<file path="config.mk">
export PLATFORM = sky130hd
export DESIGN_NAME = pipelined_cla_addsub_flat
export DESIGN_NICKNAME = d
export VERILOG_FILES = /design/src/rtl/pipelined_cla_addsub_if.sv /design/src/rtl/pipelined_cla_addsub.sv /design/src/flat_wrapper.sv
export SDC_FILE = /design/constraint.sdc
export NUM_CORES = 1
export LEC_CHECK = 0
export ABC_AREA = 1
export CAP_MARGIN = 20
export CELL_PAD_IN_SITES_DETAIL_PLACEMENT = 1
export CELL_PAD_IN_SITES_GLOBAL_PLACEMENT = 2
export CORE_ASPECT_RATIO = 1.5
export CORE_MARGIN = 3
export CORE_UTILIZATION = 33
export CTS_BUF_LIST = sky130_fd_sc_hd__clkbuf_2 sky130_fd_sc_hd__clkbuf_4 sky130_fd_sc_hd__clkbuf_8
export CTS_CLUSTER_DIAMETER = 60
export DETAILED_ROUTE_END_ITERATION = 10
export PLACE_DENSITY = 0.85
export SYNTH_ARGS = -nofsm -noshare
export SYNTH_HDL_FRONTEND = slang
export SYNTH_SLANG_ARGS = --single-unit
</file>
<file path="constraint.sdc">
create_clock -name clk -period 2.25 [get_ports clk]
set_clock_uncertainty 0.15 [all_clocks]
set_input_delay 0.675 -clock clk [delete_from_list [all_inputs] [get_ports clk]]
set_output_delay 0.675 -clock clk [all_outputs]
set_load 0.01 [all_outputs]
</file>
<file path="src/rtl/pipelined_cla_addsub_if.sv">
// Valid/ready stream bundle for the pipelined lookahead adder/subtractor.
// The master side supplies operand beats and result back-pressure; the
// slave side (the adder) answers with in_ready and the result beat.
interface pipelined_cla_addsub_if #(
    parameter int WIDTH = 32
);
    logic             in_valid;
    logic             in_ready;
    logic [WIDTH-1:0] a;
    logic [WIDTH-1:0] b;
    logic             cin;
    logic             op_sub;
    logic             sat;
    logic             out_valid;
    logic             out_ready;
    logic [WIDTH-1:0] sum;
    logic             cout;
    logic             overflow;
    logic             zero;

    modport master (
        output in_valid, a, b, cin, op_sub, sat, out_ready,
        input  in_ready, out_valid, sum, cout, overflow, zero
    );

    modport slave (
        input  in_valid, a, b, cin, op_sub, sat, out_ready,
        output in_ready, out_valid, sum, cout, overflow, zero
    );
endinterface

</file>
<file path="src/rtl/pipelined_cla_addsub.sv">
// Pipelined carry-lookahead adder/subtractor.
// An input register captures P/G of the effective operands, then one
// lookahead group is resolved per stage with the inter-group carry held in
// registers. Groups already resolved overwrite their P bits with sum bits,
// so each beat carries a single word that turns from P into the raw sum as
// it moves down the pipe. The last stage applies saturation and registers
// the result flags. The whole pipe stalls together under back-pressure.
module pipelined_cla_addsub #(
    parameter int WIDTH = 32,
    parameter int BLOCK = 8
) (
    input  logic                 clk,
    input  logic                 rst_n,
    pipelined_cla_addsub_if.slave bus
);
    localparam int NGROUPS = WIDTH / BLOCK;
    localparam logic [WIDTH-1:0] SAT_MIN = {1'b1, {(WIDTH-1){1'b0}}};
    localparam logic [WIDTH-1:0] SAT_MAX = {1'b0, {(WIDTH-1){1'b1}}};

    logic               advance;
    logic [WIDTH-1:0]   b_eff;
    logic               c0;

    logic [NGROUPS-1:0] vld_q;
    logic [NGROUPS-1:0] carry_q;
    logic [NGROUPS-1:0] sat_q;
    logic [NGROUPS-1:0] a_msb_q;
    logic [NGROUPS-1:0] b_msb_q;
    logic [WIDTH-1:0]   p_q [NGROUPS];
    logic [WIDTH-1:0]   g_q [NGROUPS];

    logic [WIDTH-1:0]   p_nxt [NGROUPS];
    logic [NGROUPS-1:0] c_nxt;

    logic [WIDTH-1:0]   raw_sum;
    logic [WIDTH-1:0]   final_sum;
    logic               ovf_nxt;

    logic               out_valid_q;
    logic [WIDTH-1:0]   sum_q;
    logic               cout_q;
    logic               overflow_q;
    logic               zero_q;

    // Carry into bit n of a group, written as the flat lookahead sum of
    // products: cin*P[n-1..0] | G[0]*P[n-1..1] | ... | G[n-1].
    function automatic logic la_carry(
        input logic [BLOCK-1:0] p,
        input logic [BLOCK-1:0] g,
        input logic             cin,
        input int               n
    );
        logic c;
        logic t;
        c = cin;
        for (int j = 0; j < n; j++) begin
            c = c & p[j];
        end
        for (int j = 0; j < n; j++) begin
            t = g[j];
            for (int m = j + 1; m < n; m++) begin
                t = t & p[m];
            end
            c = c | t;
        end
        return c;
    endfunction

    // Stall-all flow control plus operand conditioning for subtract.
    always_comb begin
        advance      = !(out_valid_q && !bus.out_ready);
        b_eff        = bus.op_sub ? ~bus.b : bus.b;
        c0           = bus.op_sub ? ~bus.cin : bus.cin;
        bus.in_ready = advance;
    end

    // Each stage k resolves group k from its registered carry-in.
    always_comb begin
        logic [BLOCK-1:0] pg;
        logic [BLOCK-1:0] gg;
        pg = '0;
        gg = '0;
        for (int k = 0; k < NGROUPS; k++) begin
            p_nxt[k] = p_q[k];
            pg = p_q[k][k*BLOCK +: BLOCK];
            gg = g_q[k][k*BLOCK +: BLOCK];
            for (int i = 0; i < BLOCK; i++) begin
                p_nxt[k][k*BLOCK+i] = pg[i] ^ la_carry(pg, gg, carry_q[k], i);
            end
            c_nxt[k] = la_carry(pg, gg, carry_q[k], BLOCK);
        end
    end

    // Overflow from the operand signs and the raw sign, then optional clamp.
    always_comb begin
        raw_sum   = p_nxt[NGROUPS-1];
        ovf_nxt   = (a_msb_q[NGROUPS-1] == b_msb_q[NGROUPS-1]) &&
                    (raw_sum[WIDTH-1] != a_msb_q[NGROUPS-1]);
        final_sum = raw_sum;
        if (sat_q[NGROUPS-1] && ovf_nxt) begin
            final_sum = a_msb_q[NGROUPS-1] ? SAT_MIN : SAT_MAX;
        end
    end

    // Pipeline and output registers; everything moves only when advancing.
    always_ff @(posedge clk or negedge rst_n) begin
        if (!rst_n) begin
            vld_q       <= '0;
            carry_q     <= '0;
            sat_q       <= '0;
            a_msb_q     <= '0;
            b_msb_q     <= '0;
            for (int k = 0; k < NGROUPS; k++) begin
                p_q[k] <= '0;
                g_q[k] <= '0;
            end
            out_valid_q <= 1'b0;
            sum_q       <= '0;
            cout_q      <= 1'b0;
            overflow_q  <= 1'b0;
            zero_q      <= 1'b0;
        end else if (advance) begin
            vld_q[0]   <= bus.in_valid;
            p_q[0]     <= bus.a ^ b_eff;
            g_q[0]     <= bus.a & b_eff;
            carry_q[0] <= c0;
            sat_q[0]   <= bus.sat;
            a_msb_q[0] <= bus.a[WIDTH-1];
            b_msb_q[0] <= b_eff[WIDTH-1];
            for (int k = 1; k < NGROUPS; k++) begin
                vld_q[k]   <= vld_q[k-1];
                p_q[k]     <= p_nxt[k-1];
                g_q[k]     <= g_q[k-1];
                carry_q[k] <= c_nxt[k-1];
                sat_q[k]   <= sat_q[k-1];
                a_msb_q[k] <= a_msb_q[k-1];
                b_msb_q[k] <= b_msb_q[k-1];
            end
            out_valid_q <= vld_q[NGROUPS-1];
            sum_q       <= final_sum;
            cout_q      <= c_nxt[NGROUPS-1];
            overflow_q  <= ovf_nxt;
            zero_q      <= (final_sum == '0);
        end
    end

    assign bus.out_valid = out_valid_q;
    assign bus.sum       = sum_q;
    assign bus.cout      = cout_q;
    assign bus.overflow  = overflow_q;
    assign bus.zero      = zero_q;
endmodule

</file>
<file path="src/flat_wrapper.sv">
// flat-port wrapper written by rule: the top's interface ports become plain ports
module pipelined_cla_addsub_flat 
#(
    parameter int WIDTH = 32,
    parameter int BLOCK = 8
)
  (clk, rst_n, bus_in_valid, bus_a, bus_b, bus_cin, bus_op_sub, bus_sat, bus_out_ready, bus_in_ready, bus_out_valid, bus_sum, bus_cout, bus_overflow, bus_zero);
  pipelined_cla_addsub_if #(.WIDTH(WIDTH)) bus_i ();
  input  logic clk;
  input  logic rst_n;
  input wire logic [$bits(bus_i.in_valid)-1:0] bus_in_valid;
  input wire logic [$bits(bus_i.a)-1:0] bus_a;
  input wire logic [$bits(bus_i.b)-1:0] bus_b;
  input wire logic [$bits(bus_i.cin)-1:0] bus_cin;
  input wire logic [$bits(bus_i.op_sub)-1:0] bus_op_sub;
  input wire logic [$bits(bus_i.sat)-1:0] bus_sat;
  input wire logic [$bits(bus_i.out_ready)-1:0] bus_out_ready;
  output wire logic [$bits(bus_i.in_ready)-1:0] bus_in_ready;
  output wire logic [$bits(bus_i.out_valid)-1:0] bus_out_valid;
  output wire logic [$bits(bus_i.sum)-1:0] bus_sum;
  output wire logic [$bits(bus_i.cout)-1:0] bus_cout;
  output wire logic [$bits(bus_i.overflow)-1:0] bus_overflow;
  output wire logic [$bits(bus_i.zero)-1:0] bus_zero;
  assign bus_i.in_valid = bus_in_valid;
  assign bus_i.a = bus_a;
  assign bus_i.b = bus_b;
  assign bus_i.cin = bus_cin;
  assign bus_i.op_sub = bus_op_sub;
  assign bus_i.sat = bus_sat;
  assign bus_i.out_ready = bus_out_ready;
  assign bus_in_ready = bus_i.in_ready;
  assign bus_out_valid = bus_i.out_valid;
  assign bus_sum = bus_i.sum;
  assign bus_cout = bus_i.cout;
  assign bus_overflow = bus_i.overflow;
  assign bus_zero = bus_i.zero;
  pipelined_cla_addsub #(.WIDTH(WIDTH), .BLOCK(BLOCK)) u_core (.clk(clk), .rst_n(rst_n), .bus(bus_i));
endmodule
</file>
* After elaboration in Yosys (flattened, before gate mapping)
Index checks and enable logic that the tools add are counted.
** Storage, ports and cells
- Register bits :: 312
- Bits in latches :: 0
- RAM bits :: 0
- ROM bits :: 0
- Input port bits :: 71
- Logic and storage cells :: 354
- Memories kept :: 0
** Operators by class
- Add/subtract/negate cells :: 0
- $mul :: 0
- Div/mod/pow operators :: 0
- $lt $le $gt $ge :: 0
- Equal/unequal tests :: 2
- Shifts and indexed selects :: 0
- Multiplexer cells :: 4
- Bitwise logic cells :: 324
- Reductions and logical operators :: 6
** Operators by type and width (number)
- $and 1x1->1 :: 144
- $or 1x1->1 :: 144
- $mux 32 :: 3
- $and 32x32->32 :: 1
- $logic_not 32->1 :: 1
- $not 32->32 :: 1
- $xor 1x1->1 :: 32
- $xor 32x32->32 :: 1
- $logic_and 1x1->1 :: 3
- $logic_not 1->1 :: 2
- $eq 1x1->1 :: 1
- $mux 1 :: 1
- $ne 1x1->1 :: 1
- $not 1->1 :: 1

* Depth between registers and ports, before layout
- Depth in word-level cells :: 20
- Mapped depth :: 17
- Gate-level depth less buffers :: 17

* Least setup slack after synthesis
Ideal clock, no wire load.
- Kind :: in2out
- Start :: in bus_out_ready
- End :: out bus_in_ready
- Arrival time :: 1.667 ns
- Data required time :: 1.425 ns
- Path slack :: -0.242 ns
- Stages :: 5
- Cell sequence :: nor2_1 > inv_1 > clkbuf_1 > clkbuf_1 > clkbuf_1
** Between the ends
- Cells in the longest elaborated chain, start to end :: 3
** Ends and longest elaborated chain
- from (decl) :: RTL line flat_wrapper.sv:17 : input wire logic [$bits(bus_i.out_ready)-1:0] bus_out_ready;
- $logic_not 1->1 :: RTL line pipelined_cla_addsub.sv:71 : advance = !(out_valid_q && !bus.out_ready);
- $logic_and 1x1->1 :: RTL line pipelined_cla_addsub.sv:71
- $logic_not 1->1 :: RTL line pipelined_cla_addsub.sv:71
- to (decl) :: RTL line flat_wrapper.sv:18 : output wire logic [$bits(bus_i.in_ready)-1:0] bus_in_ready;
No other way between the ends.

* Final worst setup path
- Start :: reg u_core.p_q[24] in the netlist's numbering
- End :: reg u_core.zero_q (netlist: u_core.bus.zero)
** Between the ends
- Cells in the longest elaborated chain, start to end :: 20
- Elaborated cells between the ends (all ways) :: 48
** Ends and longest elaborated chain
- from (decl) :: RTL line pipelined_cla_addsub.sv:29 : logic [WIDTH-1:0] p_q [NGROUPS];
- from (signal, indexed assignment) :: RTL line pipelined_cla_addsub.sv:132 : p_q[k] <= p_nxt[k-1];
- $and 1x1->1 (7 in series) :: RTL line pipelined_cla_addsub.sv:57 : c = c & p[j];
- $or 1x1->1 (7 in series) :: RTL line pipelined_cla_addsub.sv:64 : c = c | t;
- $xor 1x1->1 :: RTL line pipelined_cla_addsub.sv:88 : p_nxt[k][k*BLOCK+i] = pg[i] ^ la_carry(pg, gg, carry_q[k], i);
- $ne 1x1->1 :: RTL line pipelined_cla_addsub.sv:98 : (raw_sum[WIDTH-1] != a_msb_q[NGROUPS-1]);
- $logic_and 1x1->1 :: RTL line pipelined_cla_addsub.sv:97 : ovf_nxt = (a_msb_q[NGROUPS-1] == b_msb_q[NGROUPS-1]) &&
- $logic_and 1x1->1 :: RTL line pipelined_cla_addsub.sv:100 : if (sat_q[NGROUPS-1] && ovf_nxt) begin
- $mux 32 * :: RTL line pipelined_cla_addsub.sv:100
- $logic_not 32->1 * :: RTL line pipelined_cla_addsub.sv:143 : zero_q <= (final_sum == '0);
- to (signal assigned) :: RTL line pipelined_cla_addsub.sv:143
- to (decl) :: RTL line pipelined_cla_addsub.sv:43 : logic zero_q;
Mark *: on every way between the ends. The rest lies on a longest branch, timed or not.
A chain may end at the register's enable or synchronous reset.

==> results.ini <==
[yosys]
synth.most_common_cell = nand2_1
yosys-top-cells-area = dfrtp_1 58%, nand2_1 15%, o21ai_0 6.5%
syn-num-nets = 1366
synthesis.area_sq_mm = 0.0113
synth_top_area_share_pct = 58.2
synthCells = 1259
synth_common_cells = 440 x nand2_1, 264 x dfrtp_1, 148 x o21ai_0
yosysTopAreaCell = dfrtp_1
yosysSeqAreaShare_pct = 58.2
synth_cell_types = 35
synthFlopType = dfrtp_1
synthArstFlopShare_pct = 100
synth_edf_count = 0
syn_area_per_cell_sq_um = 9.01
ys_ff_latch = 264
ys_warn_count = 0

[job]
cap_violations = 0

[place]
io_buffer_count = 107
post-place-ws_ps = -441
place_congestion = 0.773
dpl_cell_area_sq_mm = 0.0133
dpl.hpwl_um = 17900

[cts]
cts_tree = yes
cts_sinks = 264
htreeDepth = 2
clk-insertion-delay-late_ps = 540
clockBufferDepth = 3
root_buffer = clkbuf_8
cts.clk_slew.worst_paths_ps = 60
numCtsBuffers = 41

[detailed_routing]
wirelength_um = 27100
route.detailed.drc = 0
vias_per_cell = 4.58
drtIter0Drc = 349
avgRoutedWirePerCell_um = 14.4
drtPass1Iterations = 4
vias = 8627
ant_nets = 0

[worst_setup_path]
crit_fanout = 6
worstPathRequired_ps = 2530
crit_path_max_incr_delay_ps = 410
endpoint_kind = flop
critPathLaunchType = flop
slowest_stage = dfrtp_1
path_cells = ha_4 -> nand2_4 -> nor2_2 -> nand4_1 -> nand3_1 -> nor2_2 -> nand4_4 -> nand2_4 -> nand2_2 -> nand3_1 -> nand2_2 -> nand2_4 -> nand2_1 -> nand2_1 -> nor2_2 -> nand4_1 -> nand2_1
path_class = flop to flop
cp_data_arrival_time_ps = 2640

[floorplan]
fp.dieW_um = 157
io_pins = 108
start_util_pct = 33.7
fp.dieH_um = 233
dieArea_sq_mm = 0.0367
core_area_sq_mm = 0.0337
num_rows = 82

[finish]
fin_util_pct = 43.5
multiInputGateArea_sq_mm = 0.00435
layout-drive-gt1-share_pct = 16.4
area_growth_pct = 29.1
finalInstanceArea_sq_mm = 0.0146
fin_nets = 1540
regArea_sq_mm = 0.00661
nFillCells = 3867

[grt]
grt_first_pass_wirelength_um = 44600
antenna_found_initial = 1
grt_max_degree = 114
grt_pass1_vias = 9120
track_usage_pct = 14.7
grt_overflow_total = 0

[pwr]
leakagePower_nw = 7.26
powerDensity_mw_per_mm2 = 1350
power_mw = 19.7
peakVddDrop_uv = 568

[hold_path]
hold_class = flop to flop

[run_status]
failed_checks = negative setup slack
status = finished with violations

[timing]
final.period_utilization_pct = 105
max_slew_margin_pct = 59.4
tightestPinTransition_ps = 609
setup_slack_ps = -105
clock.fmax_mhz = 425
setup_tns_ps = -1720
finalSetupViolations = 30
slew_viol_final = 0
period_needed_ps = 2360
finalHoldViolCount = 0
grt_setup_unrepaired = yes

[per-layer routing]
layer / GRT usage [%] / vias to the layer above / wire [um]
met5: 0 / - / 0
met4: 4.56 / 0 / 595
met3: 2.30 / 36 / 856
met2: 25.7 / 123 / 13800
met1: 18.8 / 4151 / 11800
li1: - / 4317 / -
[timing repair]
item                       4_1_cts  5_1_grt
gates resized for setup         73       39
hold endpoints to repair        16        0
setup endpoints to repair       77       43
cloned                           0        1
buffers inserted                16       10
hold buffers                     1        0
pin swaps                       28       37
[stage by stage]
step                      instances  hold slack [ps]
after floorplan                1259              229
after global placement         1783              298
after detailed placement       1783              306
after CTS                      1871              322
after global routing           1883              346
final                          1883              310
[final timing paths]
path,from,to,slack [ps],cells after the start
max,u_core.p_q[24],u_core.bus.zero,-110,17
min,u_core.p_nxt[56],u_core.p_q[24],310,2
max reg2reg,u_core.p_q[24],u_core.bus.zero,-110,17
min reg2reg,u_core.p_nxt[56],u_core.p_q[24],310,2
max in group asynchronous,rst_n,u_core.g_q[59],680,3
min in group asynchronous,rst_n,u_core.g_q[117],430,2
[placed cells by master (no fill, tap or decap), types with 37 or more instances in the layout]
| cell type | count |
|---|---|
| nand2_1 | 423 |
| dfrtp_1 | 264 |
| o21ai_0 | 145 |
| inv_1 | 94 |
| buf_4 | 77 |
| clkdlybuf4s50_1 | 67 |
| nor2_1 | 55 |
| clkbuf_8 | 52 |
| xor2_1 | 39 |
| dlygate4sd2_1 | 37 |
[cell type report]
| type | instances | share of cell area, % |
|---|---|---|
| clock buffer | 63 | 5.45 |
| timing repair buffer | 198 | 12.7 |
| antenna | 1 | 0.0171 |
| inverter | 98 | 2.58 |
| sequential | 264 | 45.1 |
| tap | 420 | 3.59 |
| multi-input combinational | 830 | 29.7 |
| clock inverter | 9 | 0.880 |
[worst max-delay path, delay by kind of cell, from the launching register on]
kind / cells / cell delay [ps]
and+or+nand+nor: 16 / 1480
adders and majority gates: 1 / 190
DFF: 1 / 410
[flip-flops by register name (all words and copies together), names as in the netlist]
register / cells
u_core.bus.cout: 1
u_core.a_msb_q: 4
u_core.p_q: 32
u_core.bus.sum: 32
u_core.p_nxt: 96
u_core.vld_q: 4
u_core.b_msb_q: 4
u_core.sat_q: 4
u_core.g_q: 80
u_core.carry_q: 4
u_core.bus.out_valid: 1
u_core.bus.zero: 1
u_core.bus.overflow: 1
[cells by family after synthesis]
| logic type | count (synthesis) | synth area share (%) |
|---|---|---|
| buf+inv | 165 | 5.82 |
| fa+ha+maj | 36 | 3.97 |
| flops | 264 | 58.2 |
| xor+xnor | 43 | 3.32 |
| compound gates | 209 | 9.85 |
| simple gates | 542 | 18.8 |
[report_power, final]
group	switching (mW)	internal (mW)
clock	1.85	2.61
combinational	4.02	3.20
sequential	1.26	6.79
total	7.13	12.6
No activity file was read; power rests on OpenSTA's default activity.
